<file path="src/rtl/divider_seq.sv">
// Iterative unsigned restoring divider: one quotient bit per clock, start/busy/done handshake.
// A zero divisor bypasses the iteration and reports Q=all ones, R=A with div_by_zero.
module divider_seq #(
  parameter int unsigned WIDTH = 4
) (
  input  logic             clk,
  input  logic             rst_n,
  input  logic             start,
  input  logic [WIDTH-1:0] A,
  input  logic [WIDTH-1:0] B,
  output logic [WIDTH-1:0] Q,
  output logic [WIDTH-1:0] R,
  output logic             busy,
  output logic             done,
  output logic             div_by_zero
);

  localparam int unsigned CW = $clog2(WIDTH + 1);

  // S_ZERO spends one cycle so a zero divisor reports done two cycles after accept
  typedef enum logic [1:0] {S_IDLE, S_ZERO, S_RUN, S_DONE} state_t;

  state_t           state, state_nxt;
  logic [WIDTH-1:0] quo, rem, div;
  logic [CW-1:0]    count;
  logic [WIDTH:0]   trial;
  logic             fits;
  logic [WIDTH-1:0] quo_step, rem_step;
  logic             busy_nxt, done_nxt;

  // One restoring step on the current partial remainder / quotient
  always_comb begin
    trial    = {rem, quo[WIDTH-1]};
    fits     = (trial >= {1'b0, div});
    quo_step = {quo[WIDTH-2:0], fits};
    rem_step = fits ? (trial[WIDTH-1:0] - div) : trial[WIDTH-1:0];
  end

  // State register
  always_ff @(posedge clk) begin
    if (!rst_n) state <= S_IDLE;
    else        state <= state_nxt;
  end

  // Next-state logic
  always_comb begin
    state_nxt = state;
    case (state)
      S_IDLE: begin
        if (start) state_nxt = (B == '0) ? S_ZERO : S_RUN;
      end
      S_ZERO:  state_nxt = S_DONE;
      S_RUN: begin
        if (count == CW'(1)) state_nxt = S_DONE;
      end
      S_DONE:  state_nxt = S_IDLE;
      default: state_nxt = S_IDLE;
    endcase
  end

  // Output decode, fed into the busy/done registers
  always_comb begin
    busy_nxt = 1'b0;
    done_nxt = 1'b0;
    if (state_nxt == S_RUN)  busy_nxt = 1'b1;
    if (state_nxt == S_DONE) done_nxt = 1'b1;
  end

  // Datapath and registered outputs
  always_ff @(posedge clk) begin
    if (!rst_n) begin
      quo         <= '0;
      rem         <= '0;
      div         <= '0;
      count       <= '0;
      Q           <= '0;
      R           <= '0;
      busy        <= 1'b0;
      done        <= 1'b0;
      div_by_zero <= 1'b0;
    end else begin
      busy <= busy_nxt;
      done <= done_nxt;
      case (state)
        S_IDLE: begin
          if (start) begin
            quo         <= A;
            div         <= B;
            rem         <= '0;
            count       <= CW'(WIDTH);
            div_by_zero <= 1'b0;
          end
        end
        S_ZERO: begin
          Q           <= '1;
          R           <= quo;
          div_by_zero <= 1'b1;
        end
        S_RUN: begin
          quo   <= quo_step;
          rem   <= rem_step;
          count <= count - CW'(1);
          if (count == CW'(1)) begin
            Q <= quo_step;
            R <= rem_step;
          end
        end
        default: ;
      endcase
    end
  end

endmodule
</file>
<file path="config.mk">
export PLATFORM = sky130hd
export DESIGN_NAME = divider_seq
export DESIGN_NICKNAME = d
export VERILOG_FILES = /design/src/rtl/divider_seq.sv
export SDC_FILE = /design/constraint.sdc
export NUM_CORES = 1
export LEC_CHECK = 0
export ABC_AREA = 0
export CAP_MARGIN = 0
export CELL_PAD_IN_SITES_DETAIL_PLACEMENT = 1
export CELL_PAD_IN_SITES_GLOBAL_PLACEMENT = 2
export CORE_ASPECT_RATIO = 1.2
export CORE_MARGIN = 2
export CORE_UTILIZATION = 34
export CTS_CLUSTER_SIZE = 14
export DETAILED_ROUTE_END_ITERATION = 7
export PLACE_DENSITY_LB_ADDON = 0.3
export SKIP_CTS_REPAIR_TIMING = 1
export SLEW_MARGIN = 10
export SYNTH_ARGS = -nofsm -noshare
export SYNTH_HDL_FRONTEND = slang
export SYNTH_SLANG_ARGS = --single-unit
</file>
<file path="constraint.sdc">
create_clock -name clk -period 3.5 [get_ports clk]
set_clock_uncertainty 0.2 [all_clocks]
set_input_delay 0.525 -clock clk [delete_from_list [all_inputs] [get_ports clk]]
set_output_delay 0.525 -clock clk [all_outputs]
set_load 0.05 [all_outputs]
</file>
==> results.txt, run 1 <==
- Placement Rows: 25
* Met2 global-route usage: slightly above 30%
* Maximum clock insertion buffer count: 2
* Met3 demand-to-capacity share in global routing: about 1.9%
- Standard cell area after detailed placement: 1677 um^2
- Sum Neg Setup Slack: 0 ns
* Average cell area after synthesis: just under 9 um^2
* Type of the most critical hold path: reg -> reg
* Iteration-0 DRC count of the detailed router: 42
- For the worst setup path, the data required time is roughly 3.5 ns.
- Number of placed instances, taps included: 232
- Cells after Synth: about 160
* Count of final setup violators: 0
- Fin cells: 236
* Clock tree from TritonCTS: yes
- CTS buffer count: 3
* Detailed Route WL: between 3 and 4 mm
- Static Leakage: between 0.6 and 0.7 nW
- Clk root buf: sky130_fd_sc_hd__clkbuf_8
* EDFF count, synth: 0
- Total Routing Usage GR: 15.75%
* Die height: 74.83 um
- CTS clk-pin slew, worst paths: 0.10 ns
- Worst slew margin relative to its limit: 53.57%
- The tool flagged a number of max-cap violations equal to 0.
- Maximum resistive drop on vdd: around 0.24 mV
- Post-route ant nets: 0
- Once the floorplan was initialized, standard cells occupied about 36% of the core.
- Synth unique cells: 36
- Sequential cells were found to cover slightly below 40% of the synthesized design area.
- In the synthesized netlist the async set-or-reset flop fraction comes to 0%.
- Number of nets at the end of the flow: around 200
- Worst setup slack after placement: between 1 and 1.5 ns
* Slowest stage cell on the critical path: sky130_fd_sc_hd__nor2b_1
* Total global routing overflow: 0
- The run finished with clean final reports.
* Total number of vias: 1211
- At the end of the flow the core is filled with cells to a little over two fifths.
- CTS built an H-tree with a depth of 1.
- Residual DRC: 0
- Walking the worst path, the cells encountered are inv_1 -> ha_1 -> nor2b_1 -> nor3_1 -> a2111oi_4.
- The worst path uses between 60% and 70% of the clock period.
* Sum of net half-perimeters after detailed placement: 2.769 mm
- The worst setup path is launched from a flop.
* First-pass GRT wire length: between 5 and 6 mm
- The die covers ~4700 um^2.
- Area grow syn2layout: 21.83%
* Net count after synthesis: 185
- 0 antenna diodes ended up in the layout.
- In the synthesized netlist the dominant register cell turns out to be sky130_fd_sc_hd__dfxtp_1.
- Setup repair after global routing left no endpoint under its margin.
* Data arrival, critical path: about 2.3 ns
* Crit Path Class: reg -> reg
* Number of inserted filler cells in the final layout: roughly 490
* Number of antenna violations at the first check in global routing: 0
* First-pass iteration count of the detailed router: 4
- Final estimated routing congestion in global placement: 0.7925
* Layout cell share with drive strength beyond 1: 7.143%
* Total number of clock tree sinks: 28
- In this run the tool buffered the top-level ports with 21 buffer cells.
* Final hold viol count: 0
- For this run, the slowest stage of the critical path takes roughly 0.61 ns.
- The smallest clock period supported by the final layout is computed as between 2 and 2.5 ns.
- Entering global routing, the biggest net connects 21 pins.
* Latest clock arrival within the worst-skew pair: about 0.27 ns
- At the pin with the least slew margin, the transition time is between 0.6 and 0.7 ns.
- Global routing consumed, on the met1 layer, a little under a fifth of the routing resources.
- Core Footprint: approximately 4000 um^2
* Overall die width: 63.03 um
- Cell area power density: 562.1 nW/um^2
* Pins Over Slew Limit: 0
- Critical path peak fanout: 15
- For this run, the number of Yosys warnings is 0.
* Routed length per instance: between 10 and 15 um
* Number of global-route vias before repair: ~1.3k
- Kind of capture point of the worst setup path: flop
- Top-level I/O count: 22
* Crit path setup slack, layout: between 1 and 1.5 ns
* Flip-flop and latch count after synthesis: 28
- Most frequent cells in the layout: sky130_fd_sc_hd__dfxtp_1 (28), sky130_fd_sc_hd__clkdlybuf4s50_1 (21), sky130_fd_sc_hd__a21oi_1 (14), sky130_fd_sc_hd__nor2_1 (14)
- Busiest layer in global routing: met2
- The finished cells cover about 1700 um^2.
- Dividing the detail-routed via count by the number of cells gives approximately 5.1.
* Post-synth design cell area: 1421 um^2
- Leading cell type in the layout, fill and taps excluded: sky130_fd_sc_hd__dfxtp_1
* Fmax achieved: between 400 and 500 MHz
-- synthesized netlist by cell type, types with 3 or more instances --
cell,number,area share (%)
sky130_fd_sc_hd__clkbuf_1,7,1.8
sky130_fd_sc_hd__nand2_1,10,2.6
sky130_fd_sc_hd__a21oi_1,14,4.9
sky130_fd_sc_hd__o21ai_1,3,1.1
sky130_fd_sc_hd__mux2i_1,4,2.8
sky130_fd_sc_hd__nand3_1,11,3.9
sky130_fd_sc_hd__nor2_1,14,3.7
sky130_fd_sc_hd__ha_1,9,7.9
sky130_fd_sc_hd__a211oi_1,5,2.6
sky130_fd_sc_hd__dfxtp_1,28,39
sky130_fd_sc_hd__nor3_1,9,3.2
sky130_fd_sc_hd__inv_1,11,2.9
sky130_fd_sc_hd__o21ai_0,11,3.9
-- through the flow --
stage,hold WS (ns),power (mW)
2_1_floorplan,0.2319,0.6718
3_3_place_gp,0.2456,0.7703
3_5_place_dp,0.2540,0.7818
4_1_cts,0.2680,0.9847
5_1_grt,0.2878,1.040
6_report,0.2633,0.9733
-- worst paths after layout --
path                  startpoint             endpoint  slack (ns)  depth (start not counted)
min reg2reg  div[2]$_SDFFE_PN0P_  div[2]$_SDFFE_PN0P_        0.26                          2
max reg2reg  state[0]$_SDFF_PN0_    R[1]$_SDFFE_PN0P_        1.20                          5
min          div[2]$_SDFFE_PN0P_  div[2]$_SDFFE_PN0P_        0.26                          2
max          state[0]$_SDFF_PN0_    R[1]$_SDFFE_PN0P_        1.20                          5
-- where the power goes --
part,internal (mW),switching [mW]
combinational,0.147,0.226
clock,0.101,0.103
sequential,0.364,0.0320
-- layer usage --
layer	part of all wire, %	vias up
met5	0	-
li1	-	613
met2	53	6
met3	1.5	2
met1	45	590
met4	0.49	0
-- registers in the layout, indices dropped and copies added (netlist names) --
| register | count |
|---|---|
| Q | 4 |
| R | 4 |
| busy | 1 |
| count | 3 |
| div | 4 |
| div_by_zero | 1 |
| done | 1 |
| quo | 4 |
| rem | 4 |
| state | 2 |
-- final cells by class --
type	instances	area, um^2	area share [%]
Clock buffer	4	55.05	3.179
Inverter	11	41.29	2.384
Multi-Input combinational cell	117	789.5	45.59
Sequential cell	28	560.5	32.37
Tap cell	54	67.56	3.902
Timing Repair Buffer	22	217.7	12.57
-- worst max-delay path, delay by kind of cell (launching register included) --
kind	cells	cell delay [ns]
compound gates	1	0.33
fa+ha+maj	1	0.42
buf+inv	1	0.09
flops	1	0.40
simple gates	2	0.78
-- kinds of logic (layout without fill, tap and decap cells) --
| family | count (synthesis) | in the layout | share of synthesized area, % |
|---|---|---|---|
| adder cells (fa/ha/maj) | 10 | 10 | 9.331 |
| AO/OA/AOI/OAI | 43 | 43 | 21.21 |
| buffers and inverters | 19 | 37 | 5.018 |
| XOR/XNOR | 1 | 1 | 0.6163 |
| flip-flops | 28 | 28 | 39.44 |
| AND/OR/NAND/NOR | 57 | 57 | 19.72 |
| multiplexers | 6 | 6 | 4.665 |
(Power assumes the default switching activity.)
==> run 2, diff against run 1 <==
Settings changed: CORE_UTILIZATION 34 to 28.
Clock period 3.5 ns to 1.9 ns, I/O delays scaled along.
==> run 2 against run 1 <==
  * The run now ends with setup timing left
  * Sequential cell count unchanged
  * Clock power increased by 81%
  * Non-clock buffer count increased by 26
  * Hold slack got worse by 0.0037 ns
  * Total power increased by 110%
  * Utilization decreased by 2.5 points
  * Fmax increased by 9.6%
  * Critical endpoint unchanged
  * Largest cell class unchanged
  * Largest power group is now combinational logic
==> results.txt, run 2 (synthesis gave the netlist of run 1 again) <==
- Number of nets at the end of the flow: 230 (+13%)
* Die height: 82.05 um (+9.6%)
- Top delay family on crit path: compound AO/OA/AOI/OAI gates
- Crit path buf inv count: 1 (unchanged)
* Seq. cell area: 564.3 um^2 (+0.67%)
* Result of the run: finished with violations
- Vias per std cell: 4.903 (-4.5%)
- The placeable core area was 4905 um^2 (+23%).
- For this design, the slowest cell found on the critical path is sky130_fd_sc_hd__a2111oi_4.
- Clock tree from TritonCTS: yes
- The cell area after layout came to 2017 um^2 (+16%).
* Kind of capture point of the worst setup path: flop
* Iteration-0 DRC count of the detailed router: 41 (-2.4%)
- The worst hold path belongs to the class reg -> reg.
- The standard-cell row count came to 28 (+12%).
- The fraction of final layout cells with drive strength greater than 1 is 32.69% (+26 points).
- Number of antenna violations at the first check in global routing: 0 (unchanged)
- The data arrival time at the worst-slack endpoint was 2.09 ns (-0.20 ns).
- The number of global-route vias before repair is 1434 (+13%).
- Cell depth of the worst min-delay path: 2 (unchanged)
- Standard cell area after detailed placement: 1871 um^2 (+12%)
* Crit Path Class: reg -> reg
* Final estimated routing congestion in global placement: 0.8769 (+11%)
* Total number of clock tree sinks: 28 (unchanged)
- The antenna diode count was 0 (unchanged).
- First-pass iteration count of the detailed router: 3 (-1)
* Leading cell type in the layout, fill and taps excluded: sky130_fd_sc_hd__buf_4
* Number of inserted filler cells in the final layout: 598 (+21%)
- The clock transition at the registers of the reported paths was 0.10 ns (about the same).
- The I/O pin count is 22 (unchanged).
* Least-Margin Pin Slew: 0.3630 ns (-0.3327 ns)
* Int Pwr: 1.281 mW (+110%)
- Area grow syn2layout: 41.90%
- The source-to-sink clock delay at the later pin of the worst-skew pair is 0.28 ns (about the same).
- The wire length after detailed routing is 3.967 mm (+15%).
- The die outline width came to 69.04 um (+9.5%).
- Share of total power consumed by net switching: 36.83% (-0.27 points)
- Post-route ant nets: 0 (unchanged)
- The power per unit of standard cell area was 1005 nW/um^2 (+79%).
- Critical register-to-register path endpoint: R[1]$_SDFFE_PN0P_
- The count of input and output buffers was 21 (unchanged).
- The share of power burned in registers was 36.3% (-4.4 points).
- The tightest slew margin relative to the limit was 75.80% (+22 points).
* Critical path peak fanout: 4 (-11)
- Among the stages of the critical path, the cell type that occurs most often is sky130_fd_sc_hd__a2111oi_4.
* Fmax achieved: 475.6 MHz (+9.6%)
- Most frequent cells in the layout: sky130_fd_sc_hd__buf_4 (38), sky130_fd_sc_hd__dfxtp_1 (25), sky130_fd_sc_hd__nor2_1 (13)
* Depth of the worst register-to-register path: 7 (+2)
- The average detailed-routed wire length per instance is 14.80 um (+1.0%).
* CTS buffer count: 3 (unchanged)
- The DRC violation count after routing came to 0 (unchanged).
- Count of final setup violators: 8 (+8)
- Reg-to-reg slack, setup: -0.20 ns (-1.40 ns)
- The final reports fail on setup timing.
- Shortest clock period the worst path allows after layout: 2.102 ns (-0.2018 ns)
* Largest net degree at the start of global routing: 16 (-24%)
* Maximum level of the CTS H-tree: 1 (unchanged)
- The required time of the worst setup path came to 1.89 ns (-1.59 ns).
- The leakage power summed over all cells is 0.7881 nW (+24%).
- RSZ-0062 raised after global routing: yes
* Clock network fraction of total power: 18.2% (-2.8 points)
- Pins Over Slew Limit: 0 (unchanged)
* First-pass GRT wire length: 6.465 mm (+10%)
- The number of buffers on the longest clock path is 2 (unchanged).
* Clk root buf: sky130_fd_sc_hd__clkbuf_8
- Maximum resistive drop on vdd: 0.4090 mV (+69%)
* Startpoint of the worst register-to-register path: quo[3]$_SDFFE_PN0P_
- Launch instance of the worst min-delay path: count[1]$_SDFFE_PN0P_
* NetSw: 746.9 uW (+110%)
* Total Routing Usage GR: 14.33% (-1.4 points)
- Sum Neg Setup Slack: -0.9015 ns (-0.9015 ns)
- Worst path depth: 7 (+2)
- Total number of vias: 1314 (+8.5%)
- The area occupied by multi-input gates is 895.9 um^2 (+13%).
- Max Cap Violations: 0 (unchanged)
- The final critical-path share of the clock period was 110.7% (+45 points).
- Final hold viol count: 0 (unchanged)
- Setup crit start kind: flop
* Endpoint with the worst hold slack: count[1]$_SDFFE_PN0P_
* Part of the total power dissipated in combinational logic: 45.5% (+7.1 points)
- The die area came to 5665 um^2 (+20%).
* Sum of net half-perimeters after detailed placement: 3.122 mm (+13%)
* Critical path, cell by cell: inv_2 -> ha_4 -> nand2b_4 -> a2111oi_4 -> nor2_4 -> mux2_4 -> a2111oi_4
* Effective utilization at floorplan: 28.98% (-6.8 points)
- Crit path setup slack, layout: -0.2024 ns (-1.398 ns)
* Total global routing overflow: 0 (unchanged)
- The largest incremental delay on the critical path was 0.38 ns (-0.23 ns).
- The worst hold slack came to 0.2596 ns (-0.003703 ns).
run 2: cell types whose count changed in the layout (fill, tap and decap cells not counted), sizes merged:
cell	change
buf	+37
clkdlybuf4s50	-11
run 2: power groups by stage:
stage | Sequential, mW | Combinational, mW | Clock, mW
after floorplan | 0.839 | 0.430 | 0
after global placement | 0.746 | 0.805 | 0
after detailed placement | 0.750 | 0.827 | 0
after CTS | 0.736 | 0.829 | 0.383
after global routing | 0.748 | 1.01 | 0.406
final | 0.736 | 0.922 | 0.370
run 2: how the worst max path moves through the flow:
stage	end	from
5_1_grt	R[1]$_SDFFE_PN0P_	quo[3]$_SDFFE_PN0P_
3_3_place_gp	R[1]$_SDFFE_PN0P_	rem[1]$_SDFFE_PN0P_
3_5_place_dp	R[1]$_SDFFE_PN0P_	quo[3]$_SDFFE_PN0P_
4_1_cts	R[1]$_SDFFE_PN0P_	quo[3]$_SDFFE_PN0P_
6_report	R[1]$_SDFFE_PN0P_	quo[3]$_SDFFE_PN0P_
2_1_floorplan	R[1]$_SDFFE_PN0P_	quo[3]$_SDFFE_PN0P_
run 2: per-stage QoR:
stage	total power, mW	setup WS (ns)	instances	util [%]
global route	2.166	-0.2979	268	41.12
CTS	1.949	-0.1978	264	39.26
finish	2.028	-0.2024	268	41.12
detailed placement	1.577	-0.1714	260	38.14
floorplan	1.269	-0.09799	164	-
global placement	1.551	-0.1347	260	38.14
run 2: layout make-up:
| type | instances | area share (%) |
|---|---|---|
| inverter | 11 | 2.047 |
| tap | 60 | 3.722 |
| sequential | 28 | 27.98 |
| multi-input combinational | 117 | 44.42 |
| clock buffer | 4 | 2.730 |
| timing repair buffer | 48 | 19.11 |
run 2: worst register-to-register path: stages (launching register included):
cell and delay (ns):
sky130_fd_sc_hd__dfxtp_2 0.35, sky130_fd_sc_hd__inv_2 0.05, sky130_fd_sc_hd__ha_4 0.21, sky130_fd_sc_hd__nand2b_4 0.14, sky130_fd_sc_hd__a2111oi_4 0.38, sky130_fd_sc_hd__nor2_4 0.08, sky130_fd_sc_hd__mux2_4 0.34, sky130_fd_sc_hd__a2111oi_4 0.27
run 2: per-layer routing:
layer | track usage, % | part of all wire, % | vias up
met5 | 0 | 0 | -
met4 | 4.902 | 1.1 | 0
met3 | 2.331 | 1.6 | 4
met2 | 28.27 | 55 | 10
met1 | 15.55 | 42 | 637
li1 | - | - | 663
